## src/rtl/clock_pkg.sv

```systemverilog
// clock_pkg: shared definitions for the clock set/alarm controller.
//   state_e       - controller FSM encoding
//   BCD_*_MAX     - packed-BCD rollover limits for hours/minutes
//   ALARM_*_RST   - alarm time loaded at reset
//   bcd_inc()     - packed-BCD increment with wrap at a limit
package clock_pkg;

  typedef enum logic [2:0] {
    ST_RUN      = 3'd0,
    ST_SET_HOUR = 3'd1,
    ST_SET_MIN  = 3'd2,
    ST_ALM_HOUR = 3'd3,
    ST_ALM_MIN  = 3'd4
  } state_e;

  localparam logic [7:0] BCD_HOUR_MAX   = 8'h23;
  localparam logic [7:0] BCD_MIN_MAX    = 8'h59;
  localparam logic [7:0] ALARM_HOUR_RST = 8'h07;
  localparam logic [7:0] ALARM_MIN_RST  = 8'h00;

  // Keys are handled as a small lane array: index 0 = mode, 1 = inc.
  localparam int NUM_KEYS = 2;
  localparam int KEY_MODE = 0;
  localparam int KEY_INC  = 1;

  // Values at the limit wrap to 00; otherwise ones digit carries into tens at 9.
  function automatic logic [7:0] bcd_inc(input logic [7:0] v, input logic [7:0] lim);
    if (v == lim) return 8'h00;
    if (v[3:0] == 4'd9) return {v[7:4] + 4'd1, 4'd0};
    return {v[7:4], v[3:0] + 4'd1};
  endfunction

endpackage

```

## src/rtl/key_debounce.sv

```systemverilog
// key_debounce: turns a raw asynchronous push-button into one press pulse.
//   clk, rst  - system clock, async active-high reset
//   key_i     - raw key, active high, asynchronous to clk
//   press_o   - single-clk pulse once the key has been stable high for
//               DEBOUNCE_MS; no repeat while held
module key_debounce #(
  parameter int CLK_HZ      = 100_000_000,
  parameter int DEBOUNCE_MS = 20
) (
  input  logic clk,
  input  logic rst,
  input  logic key_i,
  output logic press_o
);

  localparam longint DB_L   = (longint'(CLK_HZ) * longint'(DEBOUNCE_MS)) / 64'sd1000;
  localparam int     DB_CYC = (DB_L < 1) ? 1 : int'(DB_L);
  localparam int     CW     = $clog2(DB_CYC + 1);
  localparam logic [CW-1:0] CNT_TOP = CW'(DB_CYC - 1);

  logic [1:0]    sync_q;
  logic [CW-1:0] cnt_q, cnt_d;
  logic          armed_q, armed_d;
  logic          fired_q, fired_d;
  logic          press_q, press_d;
  logic          key_s;

  assign key_s   = sync_q[1];
  assign press_o = press_q;

  always_comb begin
    cnt_d   = cnt_q;
    armed_d = armed_q;
    fired_d = fired_q;
    press_d = 1'b0;
    if (!key_s) begin
      // A low level both re-arms after reset and ends the current press.
      cnt_d   = '0;
      fired_d = 1'b0;
      armed_d = 1'b1;
    end else if (cnt_q != CNT_TOP) begin
      cnt_d = cnt_q + CW'(1);
    end else if (armed_q && !fired_q) begin
      press_d = 1'b1;
      fired_d = 1'b1;
    end
  end

  // Synchronizer resets to "high" so a key already held at reset release is
  // never seen low, and so never arms until it is genuinely released.
  always_ff @(posedge clk or posedge rst) begin
    if (rst) begin
      sync_q  <= 2'b11;
      cnt_q   <= '0;
      armed_q <= 1'b0;
      fired_q <= 1'b0;
      press_q <= 1'b0;
    end else begin
      sync_q  <= {sync_q[0], key_i};
      cnt_q   <= cnt_d;
      armed_q <= armed_d;
      fired_q <= fired_d;
      press_q <= press_d;
    end
  end

endmodule

```

## src/rtl/clock_set_ctrl.sv

```systemverilog
// clock_set_ctrl: time-setting and alarm controller for a BCD tube clock.
//   clk, rst                  - system clock, async active-high reset
//   key_mode, key_inc         - raw buttons (debounced internally)
//   tick_1hz                  - one-clk pulse per second
//   hour, min, sec            - current time from the clock core (BCD)
//   en                        - run enable to the clock core
//   adjust_hour/minute        - increment requests, held across one tick
//   disp_hour/min/sec         - BCD values for the display
//   blank[5:0]                - per-digit dark mask (digits 5..0)
//   alarm_on, alarm_out       - alarm armed / ringing
module clock_set_ctrl
  import clock_pkg::*;
#(
  parameter int CLK_HZ      = 100_000_000,
  parameter int DEBOUNCE_MS = 20,
  parameter int RING_SEC    = 60
) (
  input  logic       clk,
  input  logic       rst,
  input  logic       key_mode,
  input  logic       key_inc,
  input  logic       tick_1hz,
  input  logic [7:0] hour,
  input  logic [7:0] min,
  input  logic [7:0] sec,
  output logic       en,
  output logic       adjust_hour,
  output logic       adjust_minute,
  output logic [7:0] disp_hour,
  output logic [7:0] disp_min,
  output logic [7:0] disp_sec,
  output logic [5:0] blank,
  output logic       alarm_on,
  output logic       alarm_out
);

  localparam int PW = $clog2(CLK_HZ + 1);
  localparam logic [PW-1:0] PH_TOP  = PW'(CLK_HZ - 1);
  localparam logic [PW-1:0] PH_HALF = PW'(CLK_HZ / 2);
  localparam int RW = $clog2(RING_SEC + 1);
  localparam logic [RW-1:0] RING_TOP = RW'(RING_SEC - 1);

  logic [NUM_KEYS-1:0] key_raw, key_press;
  assign key_raw = {key_inc, key_mode};

  for (genvar k = 0; k < NUM_KEYS; k++) begin : g_key
    key_debounce #(
      .CLK_HZ     (CLK_HZ),
      .DEBOUNCE_MS(DEBOUNCE_MS)
    ) u_db (
      .clk    (clk),
      .rst    (rst),
      .key_i  (key_raw[k]),
      .press_o(key_press[k])
    );
  end

  state_e        state_q, state_d;
  logic          adj_h_q, adj_h_d, adj_m_q, adj_m_d;
  logic [7:0]    alm_h_q, alm_h_d, alm_m_q, alm_m_d;
  logic          alm_on_q, alm_on_d;
  logic          ring_q, ring_d;
  logic          match_q, match;
  logic [RW-1:0] ring_cnt_q, ring_cnt_d;
  logic [PW-1:0] phase_q, phase_d;
  logic          mode_p, inc_p, mode_act, inc_act, adj_idle, half2;

  assign mode_p = key_press[KEY_MODE];
  assign inc_p  = key_press[KEY_INC];

  always_comb begin
    // While ringing, any press only silences; mode wins over a same-clk inc.
    mode_act = mode_p & ~ring_q;
    inc_act  = inc_p & ~mode_p & ~ring_q;
    adj_idle = ~adj_h_q & ~adj_m_q;

    state_d = state_q;
    if (mode_act) begin
      case (state_q)
        ST_RUN:      state_d = ST_SET_HOUR;
        ST_SET_HOUR: state_d = ST_SET_MIN;
        ST_SET_MIN:  state_d = ST_ALM_HOUR;
        ST_ALM_HOUR: state_d = ST_ALM_MIN;
        default:     state_d = ST_RUN;
      endcase
    end

    // A pending adjust ends on the edge that samples tick_1hz, independent of
    // state, so the clock core sees exactly one increment.
    adj_h_d = adj_h_q ? ~tick_1hz : (inc_act && state_q == ST_SET_HOUR && adj_idle);
    adj_m_d = adj_m_q ? ~tick_1hz : (inc_act && state_q == ST_SET_MIN && adj_idle);

    alm_h_d  = alm_h_q;
    alm_m_d  = alm_m_q;
    alm_on_d = alm_on_q;
    if (inc_act && state_q == ST_ALM_HOUR) alm_h_d = bcd_inc(alm_h_q, BCD_HOUR_MAX);
    if (inc_act && state_q == ST_ALM_MIN)  alm_m_d = bcd_inc(alm_m_q, BCD_MIN_MAX);
    if (inc_act && state_q == ST_RUN)      alm_on_d = ~alm_on_q;

    match = (state_q == ST_RUN) && alm_on_q && (hour == alm_h_q) &&
            (min == alm_m_q) && (sec == 8'h00);

    // Ring starts on the rising edge of a match, so a silenced or expired
    // alarm does not restart during the same matching second.
    ring_d     = ring_q;
    ring_cnt_d = ring_cnt_q;
    if (ring_q) begin
      if (mode_p || inc_p || state_q != ST_RUN || !alm_on_q) begin
        ring_d     = 1'b0;
        ring_cnt_d = '0;
      end else if (tick_1hz) begin
        if (ring_cnt_q == RING_TOP) begin
          ring_d     = 1'b0;
          ring_cnt_d = '0;
        end else begin
          ring_cnt_d = ring_cnt_q + RW'(1);
        end
      end
    end else if (match && !match_q) begin
      ring_d     = 1'b1;
      ring_cnt_d = '0;
    end

    if (tick_1hz)              phase_d = '0;
    else if (phase_q == PH_TOP) phase_d = phase_q;
    else                        phase_d = phase_q + PW'(1);
  end

  always_ff @(posedge clk or posedge rst) begin
    if (rst) begin
      state_q    <= ST_RUN;
      adj_h_q    <= 1'b0;
      adj_m_q    <= 1'b0;
      alm_h_q    <= ALARM_HOUR_RST;
      alm_m_q    <= ALARM_MIN_RST;
      alm_on_q   <= 1'b0;
      ring_q     <= 1'b0;
      match_q    <= 1'b0;
      ring_cnt_q <= '0;
      phase_q    <= '0;
    end else begin
      state_q    <= state_d;
      adj_h_q    <= adj_h_d;
      adj_m_q    <= adj_m_d;
      alm_h_q    <= alm_h_d;
      alm_m_q    <= alm_m_d;
      alm_on_q   <= alm_on_d;
      ring_q     <= ring_d;
      match_q    <= match;
      ring_cnt_q <= ring_cnt_d;
      phase_q    <= phase_d;
    end
  end

  assign half2 = (phase_q >= PH_HALF);

  always_comb begin
    en        = 1'b1;
    blank     = 6'b000000;
    disp_hour = hour;
    disp_min  = min;
    disp_sec  = sec;
    case (state_q)
      ST_SET_HOUR: begin
        en = 1'b0;
        if (half2) blank = 6'b110000;
      end
      ST_SET_MIN: begin
        en = 1'b0;
        if (half2) blank = 6'b001100;
      end
      ST_ALM_HOUR: begin
        disp_hour = alm_h_q;
        disp_min  = alm_m_q;
        disp_sec  = 8'h00;
        if (half2) blank = 6'b110000;
      end
      ST_ALM_MIN: begin
        disp_hour = alm_h_q;
        disp_min  = alm_m_q;
        disp_sec  = 8'h00;
        if (half2) blank = 6'b001100;
      end
      default: ;
    endcase
  end

  assign adjust_hour   = adj_h_q;
  assign adjust_minute = adj_m_q;
  assign alarm_on      = alm_on_q;
  // Gated so ringing drops at once if RUN is left or the alarm is disarmed.
  assign alarm_out     = ring_q & alm_on_q & (state_q == ST_RUN);

endmodule

```

## config.mk

```make
export PLATFORM = sky130hd
export DESIGN_NAME = clock_set_ctrl
export DESIGN_NICKNAME = d
export VERILOG_FILES = /design/src/rtl/clock_pkg.sv /design/src/rtl/key_debounce.sv /design/src/rtl/clock_set_ctrl.sv
export SDC_FILE = /design/constraint.sdc
export NUM_CORES = 1
export LEC_CHECK = 0
export BUFFER_PORTS_ARGS = -buffer_cell sky130_fd_sc_hd__buf_2
export CAP_MARGIN = 15
export CELL_PAD_IN_SITES_DETAIL_PLACEMENT = 1
export CELL_PAD_IN_SITES_GLOBAL_PLACEMENT = 1
export CORE_MARGIN = 8
export CORE_UTILIZATION = 42
export DETAILED_ROUTE_END_ITERATION = 16
export PLACE_DENSITY_LB_ADDON = 0.15
export SETUP_SLACK_MARGIN = 0.3
export SLEW_MARGIN = 20
export SYNTH_ARGS = -nofsm -noshare
export SYNTH_HDL_FRONTEND = slang
export SYNTH_SLANG_ARGS = --single-unit
```

## constraint.sdc

```tcl
create_clock -name clk -period 3.2 [get_ports clk]
set_input_delay 0.16 -clock clk [delete_from_list [all_inputs] [get_ports clk]]
set_output_delay 0.16 -clock clk [all_outputs]
set_load 0.01 [all_outputs]
```

-- Word level (Yosys, flattened, before mapping)
Index checks and enable logic that the tools add are counted.
- add/subtract/negate cells: 8
- order comparisons: 1
- equality and inequality tests: 22
- mux-type cells: 56
- bitwise gates (word level): 12
- reduce and logical (&&, ||, !) cells: 36
- operators with widths (cell ; count):
    2-to-1 mux 8 bit ; 11
    2-to-1 mux 21 bit ; 4
    2-to-1 mux 27 bit ; 2
    adder 21 x 1 -> 21 bit (second input constant) ; 2
    != test 21 bit (second input constant) ; 2
    2-to-1 mux 6 bit ; 6
    2-to-1 mux 1 bit ; 30
    adder 27 x 1 -> 27 bit (second input constant) ; 1
    == test 27 bit (second input constant) ; 1
    greater-or-equal comparator 27 x 26 -> 1 bit (second input constant) ; 1
    adder 4 x 1 -> 4 bit (second input constant) ; 4
    == test 8 bit ; 2
    logical AND 1 bit ; 14
    != test 2 bit (second input constant) ; 7
    one-hot mux 3 bit (4 select lines) ; 1
    one-hot mux 6 bit (2 select lines) ; 1
    AND reduction 2 bit ; 5
    == test 4 bit (second input constant) ; 2
    == test 8 x 6 -> 1 bit (second input constant) ; 1
    == test 8 x 7 -> 1 bit (second input constant) ; 1
    zero test 8 bit ; 1
    OR reduction 2 bit ; 4
    adder 6 x 1 -> 6 bit (second input constant) ; 1
    AND 1 bit ; 6
    12 further kinds ; 25
- register bits after elaboration: 109
- output and inout port bits: 35
- word-level logic and storage cells: 157

-- Depth between registers and ports, before layout
Gate-level depths: netlist of run 1.
- word-level depth: 9
- mapped depth: 7
- depth with buffers taken out: 7

-- Cells and area by module
A second synthesis of run 1 with hierarchy kept.
- cell total of the unflattened synthesis: 662
- area, all modules: 6195.9 µm²
- by module, submodules not included (module ; instances ; cells each ; area each (µm²) ; sequential area each (µm²)):
    clock_set_ctrl ; 1 ; 408 ; 3626.0 ; 1430.1
    key_debounce ; 2 ; 127 ; 1285.0 ; 653.1

-- Worst setup path before layout of run 1
No wires, ideal clock.
- kind: flip-flop to flip-flop
- start point: register alm_m_q[2]
- end point: register ring_cnt_q[0]
- arrival: 1.715 ns
- data required time: 3.076 ns
- path slack: 1.361 ns
- cell stages (with the launch flop): 7
- path buffers: 1
- clock period less this slack: 1.839 ns
- cell sequence: dfrtp_1 buf_6 xor2_1 nor4_2 nand3_1 o41a_1 a211o_1
- longest elaborated chain between the ends: 6
- RTL lines (item ; RTL line ; RTL):
    from (decl) ; clock_set_ctrl.sv:60 ; logic [7:0] alm_h_q, alm_h_d, alm_m_q, alm_m_d;
    from (signal assigned) ; clock_set_ctrl.sv:146 ; alm_m_q <= alm_m_d;
    == test 8 bit ; clock_set_ctrl.sv:101 ; (min == alm_m_q) && (sec == 8'h00);
    logical AND 1 bit ; clock_set_ctrl.sv:100 ; match = (state_q == ST_RUN) && alm_on_q && (hour == alm_h_q) &&
    logical AND 1 bit ; clock_set_ctrl.sv:101 ;
    logical AND 1 bit ; clock_set_ctrl.sv:119 ; end else if (match && !match_q) begin
    nonzero test 2 bit (no source line) ; - ;
    AND reduction 2 bit (no source line) ; - ;
    to (signal assigned) ; clock_set_ctrl.sv:150 ; ring_cnt_q <= ring_cnt_d;
    to (decl) ; clock_set_ctrl.sv:64 ; logic [RW-1:0] ring_cnt_q, ring_cnt_d;
No other way between the ends.
A chain may end at the register's enable or synchronous reset.

-- Final worst setup path of run 1
- start point: register state_q[1]
- end point: output port disp_min[3]
- longest elaborated chain between the ends: 3
- elaborated cells on any way between the ends: 4
- those cells by class: eq/ne: 2; mux: 1; reduce/logical: 1
- RTL lines (item ; RTL line ; RTL):
    from (decl) ; clock_set_ctrl.sv:58 ; state_e state_q, state_d;
    from (signal assigned) ; clock_set_ctrl.sv:142 ; state_q <= state_d;
    == test 3 x 2 -> 1 bit / == test 3 bit (equally long branches) ; clock_set_ctrl.sv:163 ; case (state_q)
    OR reduction 2 bit (no source line) (*) ; - ;
    2-to-1 mux 8 bit (*) ; clock_set_ctrl.sv:163 ;
    to (decl) ; clock_set_ctrl.sv:30 ; output logic [7:0] disp_min,
Mark *: on every way between the ends. The rest lies on a longest branch, timed or not.

==> results.ini, run 1 <==
[placement]
place.gp.congestion = 0.759
dpl.hpwl_um = 11000
place_area_um2 = 6600
portBuffers = 61

[clock_tree]
cts_max_path_buffers = 2
clock_latency_ns = 0.35
clk_pin_slew_ns = 0.07
htree_levels = 3
cts_made_buffers = 9
cts_tree = yes
cts_resized = 0
cts_root_buf = clkbuf_16
cts.sinks = 109
post_cts_buffers = 0

[cells_and_area]
final_area_um2 = 6940
post-route-util_pct = 48.1
n_antenna_cell = 0
final_common_cell = dfrtp_1
area.growth.synth_to_final_pct = 12.7
drive_gt1_share_pct = 16.5
mostFrequentLayoutCells = dfrtp_1, buf_2, nand2_1
num-nets-final = 746

[outcome]
status = complete, no violations

[hold_path]
hp-class = in -> reg
worstHoldPathCells = 4

[grt]
use_met3_pct = 3.12
grt_use_met1_pct = 20.0
grt_pass1_vias = 5140
antenna_found_initial = 0
globalRouteOverflowTotal = 0
grt_util_all_layers_pct = 16.6
top_usage_layer = met2
grt_first_pass_wirelength_um = 25200
grt_max_degree = 94
met2_usage_pct = 29.5

[sta]
fmaxAchievable_mhz = 387
finalCritPeriodShare_pct = 80.8
relSlewSlack_pct = 58.1
rsz0062_at_grt = false
finalCriticalPeriod_ns = 2.59
tns_ns = 0
drv_slew = 0
hold_violations = 0
setup_viol_count_final = 0
worst_slew_pin_slew_ns = 0.628
fin_skew_ns = 0.00699

[logic_synthesis]
synth.top_cell.area_share_pct = 41.5
synth_seq_cells = 109
seq_area_frac_synth_pct = 44.5
synth_cell_types = 65
avgSynthCellArea_um2 = 9.47
synthFlopType = dfrtp_1
synthTopCellsByArea = dfrtp_1, xnor2_1, xor2_1
async_flop_share_pct = 100
yosysWarningCount = 0
synth_area_leader_cell = dfrtp_1
synthesis.area_um2 = 6150
synth_edf_count = 0
syn-instance-count = 650

[detailed_routing]
first_iter_violations = 172
vias = 4927
dr.pass1.iters = 4
final_antenna_net_count = 0
drc = 0
post_drt_wl_per_cell_um = 16.8
via_per_inst = 5.52
wl_um = 15000

[power_and_ir_drop]
p_leak_nw = 3.02
power.density_nw_per_um2 = 390
ir_drop_uv = 258

[floorplanning]
floorplan.core_area_um2 = 14400
fp.dieH_um = 137
ioPinCount = 64
die_w_um = 137
start_util_pct = 42.7
fp-row-count = 44
die_area_um2 = 18800

[setup_path]
worstPathMaxFanout = 18
start_kind = register
path_buf_inv = 2
cp_slowest_cell = dfrtp_1
crit_type = reg -> out
critPathMaxStageDelay_ns = 0.53
worstPathArrival_ns = 2.43
rr_worst_depth = 4
cp-end-kind = output pin
critPathTopFamily = flip-flops
worstPathCellList = nand2_1 -> nor2_1 -> a21oi_2 -> buf_4 -> mux2_2 -> buf_2
cp.depth = 6
required_ns = 3.04

[flow_run]
maxCapViolCount = 0

-- cell usage after synthesis (14+ instances only) --
cell and n:
nand4_1 18, xnor2_1 34, inv_1 24, a21oi_1 27, nand3_1 28, nand2_1 55, nor3_1 28, and3_1 14
nor2_1 50, dfrtp_1 102, xor2_1 32, and2_1 32, o21ai_0 41
-- flip-flops by register name (all words and copies together) (netlist names) --
| register | count |
|---|---|
| g_key.u_db.sync_q | 4 |
| match_q | 1 |
| state_q | 3 |
| phase_q | 27 |
| g_key.u_db.armed_q | 2 |
| ring_q | 1 |
| ring_cnt_q | 6 |
| g_key.u_db.cnt_q | 42 |
| alm_h_q | 8 |
| adjust_minute | 1 |
| adjust_hour | 1 |
| g_key.u_db.press_o | 2 |
| g_key.u_db.fired_q | 2 |
| alarm_on | 1 |
| alm_m_q | 8 |
-- worst min-delay path: cells and delay by family --
family	cells	cell delay [ns]
xor gates and xnor gates	1	0.08
and+or+nand+nor	2	0.14
buffers and inverters	1	0.10
-- path summary, 6_finish.rpt --
path | to | slack, ns | start
max | disp_min[3] | 0.61 | state_q[1]$_DFFE_PP0P_
max in group asynchronous | alm_h_q[1]$_DFFE_PP1P_ | 2.02 | rst
min in group asynchronous | g_key[0].u_db.cnt_q[18]$_DFFE_PP0P_ | 0.35 | rst
max reg2reg | ring_cnt_q[3]$_DFFE_PP0P_ | 1.07 | state_q[2]$_DFFE_PP0P_
min | match_q$_DFF_PP0_ | 0.18 | hour[1]
min reg2reg | g_key[0].u_db.sync_q[1]$_DFF_PP1_ | 0.36 | g_key[0].u_db.sync_q[0]$_DFF_PP1_
-- layout make-up --
class	count	area (um2)
clock inverters	7	81.3
flip-flops and latches	109	2740
clock buffers	9	225
well taps	184	230
repair buffers	66	363
inverters	26	101
fillers	1685	7490
multi-input cells	492	3200
-- through the flow --
| step | hold slack (ns) | setup WS [ns] | total power [mW] | std cells |
|---|---|---|---|---|
| 2_1_floorplan | 0.164 | 1.36 | 1.51 | 651 |
| 3_3_place_gp | 0.175 | 1.09 | 1.58 | 874 |
| 3_5_place_dp | 0.179 | 0.990 | 1.58 | 874 |
| 4_1_cts | 0.142 | 0.593 | 2.76 | 893 |
| 5_1_grt | 0.182 | 0.437 | 2.82 | 893 |
| 6_report | 0.177 | 0.614 | 2.70 | 893 |
-- kinds of logic after synthesis --
family / count (synthesis) / share of synthesized area (%)
AO/OA/AOI/OAI: 107 / 10.6
XOR/XNOR: 66 / 9.39
adder cells (fa/ha/maj): 13 / 2.64
buffers and inverters: 50 / 3.70
flip-flops: 109 / 44.5
multiplexers: 14 / 2.52
other: 1 / 0.0609
AND/OR/NAND/NOR: 290 / 26.6
-- report_power, final --
part	total, mW	internal [mW]	switching (mW)
clock	1.15	0.620	0.532
sequential	1.41	1.39	0.0181
combinational	0.143	0.0543	0.0887
-- per-layer routing --
layer	share of wire (%)	wire length (um)	vias up
li1	-	-	2392
met1	43	6530	2481
met2	53	7960	41
met3	2.3	346	13
met4	1.2	183	0
met5	0	0	-
-- what timing repair did --
item,in CTS,in global routing
endpoints found under the hold margin,16,0
endpoints found under the setup margin,0,0
hold buffers,3,0
Note: power is estimated with default switching activity, not from simulation.
==> inputs of run 2 (changes only) <==
Clock period 3.2 ns to 2.25 ns, I/O delays scaled along.
==> results.ini, run 2 (synthesis gave the netlist of run 1 again) <==
[cells_and_area]
final_cells = 944  ; +5.7%
n_antenna_cell = 0  ; unchanged
reg.largest.list = g_key.u_db.cnt_q (42), phase_q (27)
num-nets-final = 797  ; +6.8%
drive_gt1_share_pct = 26.3  ; +9.8 points
top_register = g_key.u_db.cnt_q
area.growth.synth_to_final_pct = 24.1
n_fill_cell = 1632  ; -3.1%
final_common_cell = dfrtp_1
largest_reg_flops = 42  ; unchanged
final_area_um2 = 7640  ; +10%
mostFrequentLayoutCells = dfrtp_1, nand2_1, buf_2
post-route-util_pct = 52.9  ; +4.9 points

[detailed_routing]
post_drt_wl_per_cell_um = 17.8  ; +5.6%
vias = 5164  ; +4.8%
first_iter_violations = 181  ; +5.2%
via_per_inst = 5.47  ; -0.85%
final_antenna_net_count = 0  ; unchanged
wl_um = 16800  ; +12%
drc = 0  ; unchanged
dr.pass1.iters = 4  ; unchanged

[setup_path]
worstPathMaxFanout = 4  ; -14
worstPathArrival_ns = 2.26  ; -0.17 ns
r2r_end = ring_cnt_q[1]$_DFFE_PP0P_
r2r-start = state_q[0]$_DFFE_PP0P_
crit_type = reg -> reg
worst-r2r-setup-slack_ns = 0.23  ; -0.84 ns
rr_worst_depth = 6  ; +2
start_kind = register
required_ns = 2.50  ; -0.54 ns
cp-end-kind = register

[clock_tree]
clock_latency_ns = 0.35  ; about the same
cts_made_buffers = 9  ; unchanged
clk_pin_slew_ns = 0.07  ; about the same
cts.sinks = 109  ; unchanged
cts_max_path_buffers = 2  ; unchanged
htree_levels = 3  ; unchanged
cts_root_buf = clkbuf_16
cts_tree = yes

[hold_path]
hp-class = in -> reg
min_to = match_q$_DFF_PP0_
worstHoldPathCells = 4  ; unchanged
min_from = min[0]

[grt]
grt_first_pass_wirelength_um = 27300  ; +8.0%
globalRouteOverflowTotal = 0  ; unchanged
antenna_found_initial = 0  ; unchanged
grt_pass1_vias = 5472  ; +6.5%
grt_max_degree = 41  ; -56%
grt_util_all_layers_pct = 17.8  ; +1.3 points

[sta]
finalCritPeriodShare_pct = 89.6
rsz0062_at_grt = true
setup_viol_count_final = 0  ; unchanged
drv_slew = 0  ; unchanged
tns_ns = 0  ; unchanged
relSlewSlack_pct = 48.7  ; -9.4 points
worst_slew_pin_slew_ns = 0.767  ; +0.140 ns
finalCriticalPeriod_ns = 2.02
hold_violations = 0  ; unchanged
hold_slack_ns = 0.0882  ; -0.0887 ns
fmaxAchievable_mhz = 496
fin_skew_ns = 0.00766  ; +0.000663 ns
timing.final.ws_setup_ns = 0.234  ; -0.380 ns

[power_and_ir_drop]
p_leak_nw = 3.41  ; +13%
total_power_mw = 3.75  ; +39%
power.density_nw_per_um2 = 491  ; +26%
ir_drop_uv = 382  ; +48%

[placement]
dp_cells = 891  ; +1.9%
place_area_um2 = 6740  ; +2.1%
pre_cts_ws_ns = 0.227  ; -0.763 ns
portBuffers = 61  ; unchanged
dpl.hpwl_um = 11400  ; +4.0%
place.gp.congestion = 0.799  ; +5.3%

[floorplanning]
ioPinCount = 64  ; unchanged
die_w_um = 137  ; unchanged
fp-row-count = 44  ; unchanged
start_util_pct = 42.7  ; unchanged
fp.dieH_um = 137  ; unchanged
floorplan.core_area_um2 = 14400  ; unchanged
die_area_um2 = 18800  ; unchanged

[outcome]
status = complete, no violations

[flow_run]
maxCapViolCount = 0  ; unchanged

run 2: cell types whose count changed in the layout (fill, tap and decap cells not counted), sizes merged:
| cell | before | now |
|---|---|---|
| clkinv | 5 | 6 |
| buf | 63 | 113 |
| clkbuf | 9 | 11 |
| clkinvlp | 1 | 3 |
| bufinv | 1 | 0 |
| inv | 26 | 23 |
run 2: worst max-delay path by stage:
stage                                 to              startpoint  cells after the start  slack, ns
4_1_cts        ring_cnt_q[1]$_DFFE_PP0P_  alm_h_q[4]$_DFFE_PP0P_                      6       0.23
3_5_place_dp   ring_cnt_q[3]$_DFFE_PP0P_  alm_m_q[2]$_DFFE_PP0P_                      5       0.23
2_1_floorplan  ring_cnt_q[0]$_DFFE_PP0P_  alm_m_q[2]$_DFFE_PP0P_                      6       0.41
5_1_grt        ring_cnt_q[1]$_DFFE_PP0P_  state_q[0]$_DFFE_PP0P_                      6       0.15
6_report       ring_cnt_q[1]$_DFFE_PP0P_  state_q[0]$_DFFE_PP0P_                      6       0.23
3_3_place_gp   ring_cnt_q[3]$_DFFE_PP0P_                  sec[3]                      6       0.27
run 2: cell type report:
| class | instances | area, um2 | share of cell area (%) |
|---|---|---|---|
| Clock buffer | 10 | 239 | 3.13 |
| Clock inverter | 6 | 38.8 | 0.508 |
| Inverter | 26 | 101 | 1.33 |
| Sequential cell | 109 | 2750 | 35.9 |
| Multi-Input combinational cell | 492 | 3410 | 44.6 |
| Timing Repair Buffer | 117 | 876 | 11.5 |
| Tap cell | 184 | 230 | 3.01 |
run 2: where the power goes:
part	internal [mW]	switching (mW)	total, mW
combinational	0.103	0.138	0.241
clock	0.778	0.730	1.51
sequential	1.98	0.0257	2.00
run 2: repair_timing:
| action | CTS | global route |
|---|---|---|
| gates resized for setup | 36 | 46 |
| pin swaps | 12 | 20 |
| hold buffers | 3 | 0 |
| cloned | 1 | 1 |
| hold endpoints to repair | 30 | 0 |
| setup endpoints to repair | 31 | 58 |
| buffers inserted | 14 | 18 |
run 2: critical path: stages, from the launching register on:
cell     delay, ns
dfrtp_1       0.41
buf_6         0.13
nor4b_4       0.30
nand4_1       0.18
o41a_1        0.54
buf_4         0.18
a21o_1        0.17
run 2: metal layers:
layer	global-route usage, %	part of all wire (%)	vias to the layer above
li1	-	-	2495
met3	3.71	2.7	21
met5	0	0	-
met2	31.1	52	57
met4	4.16	1.3	0
met1	22.1	44	2591
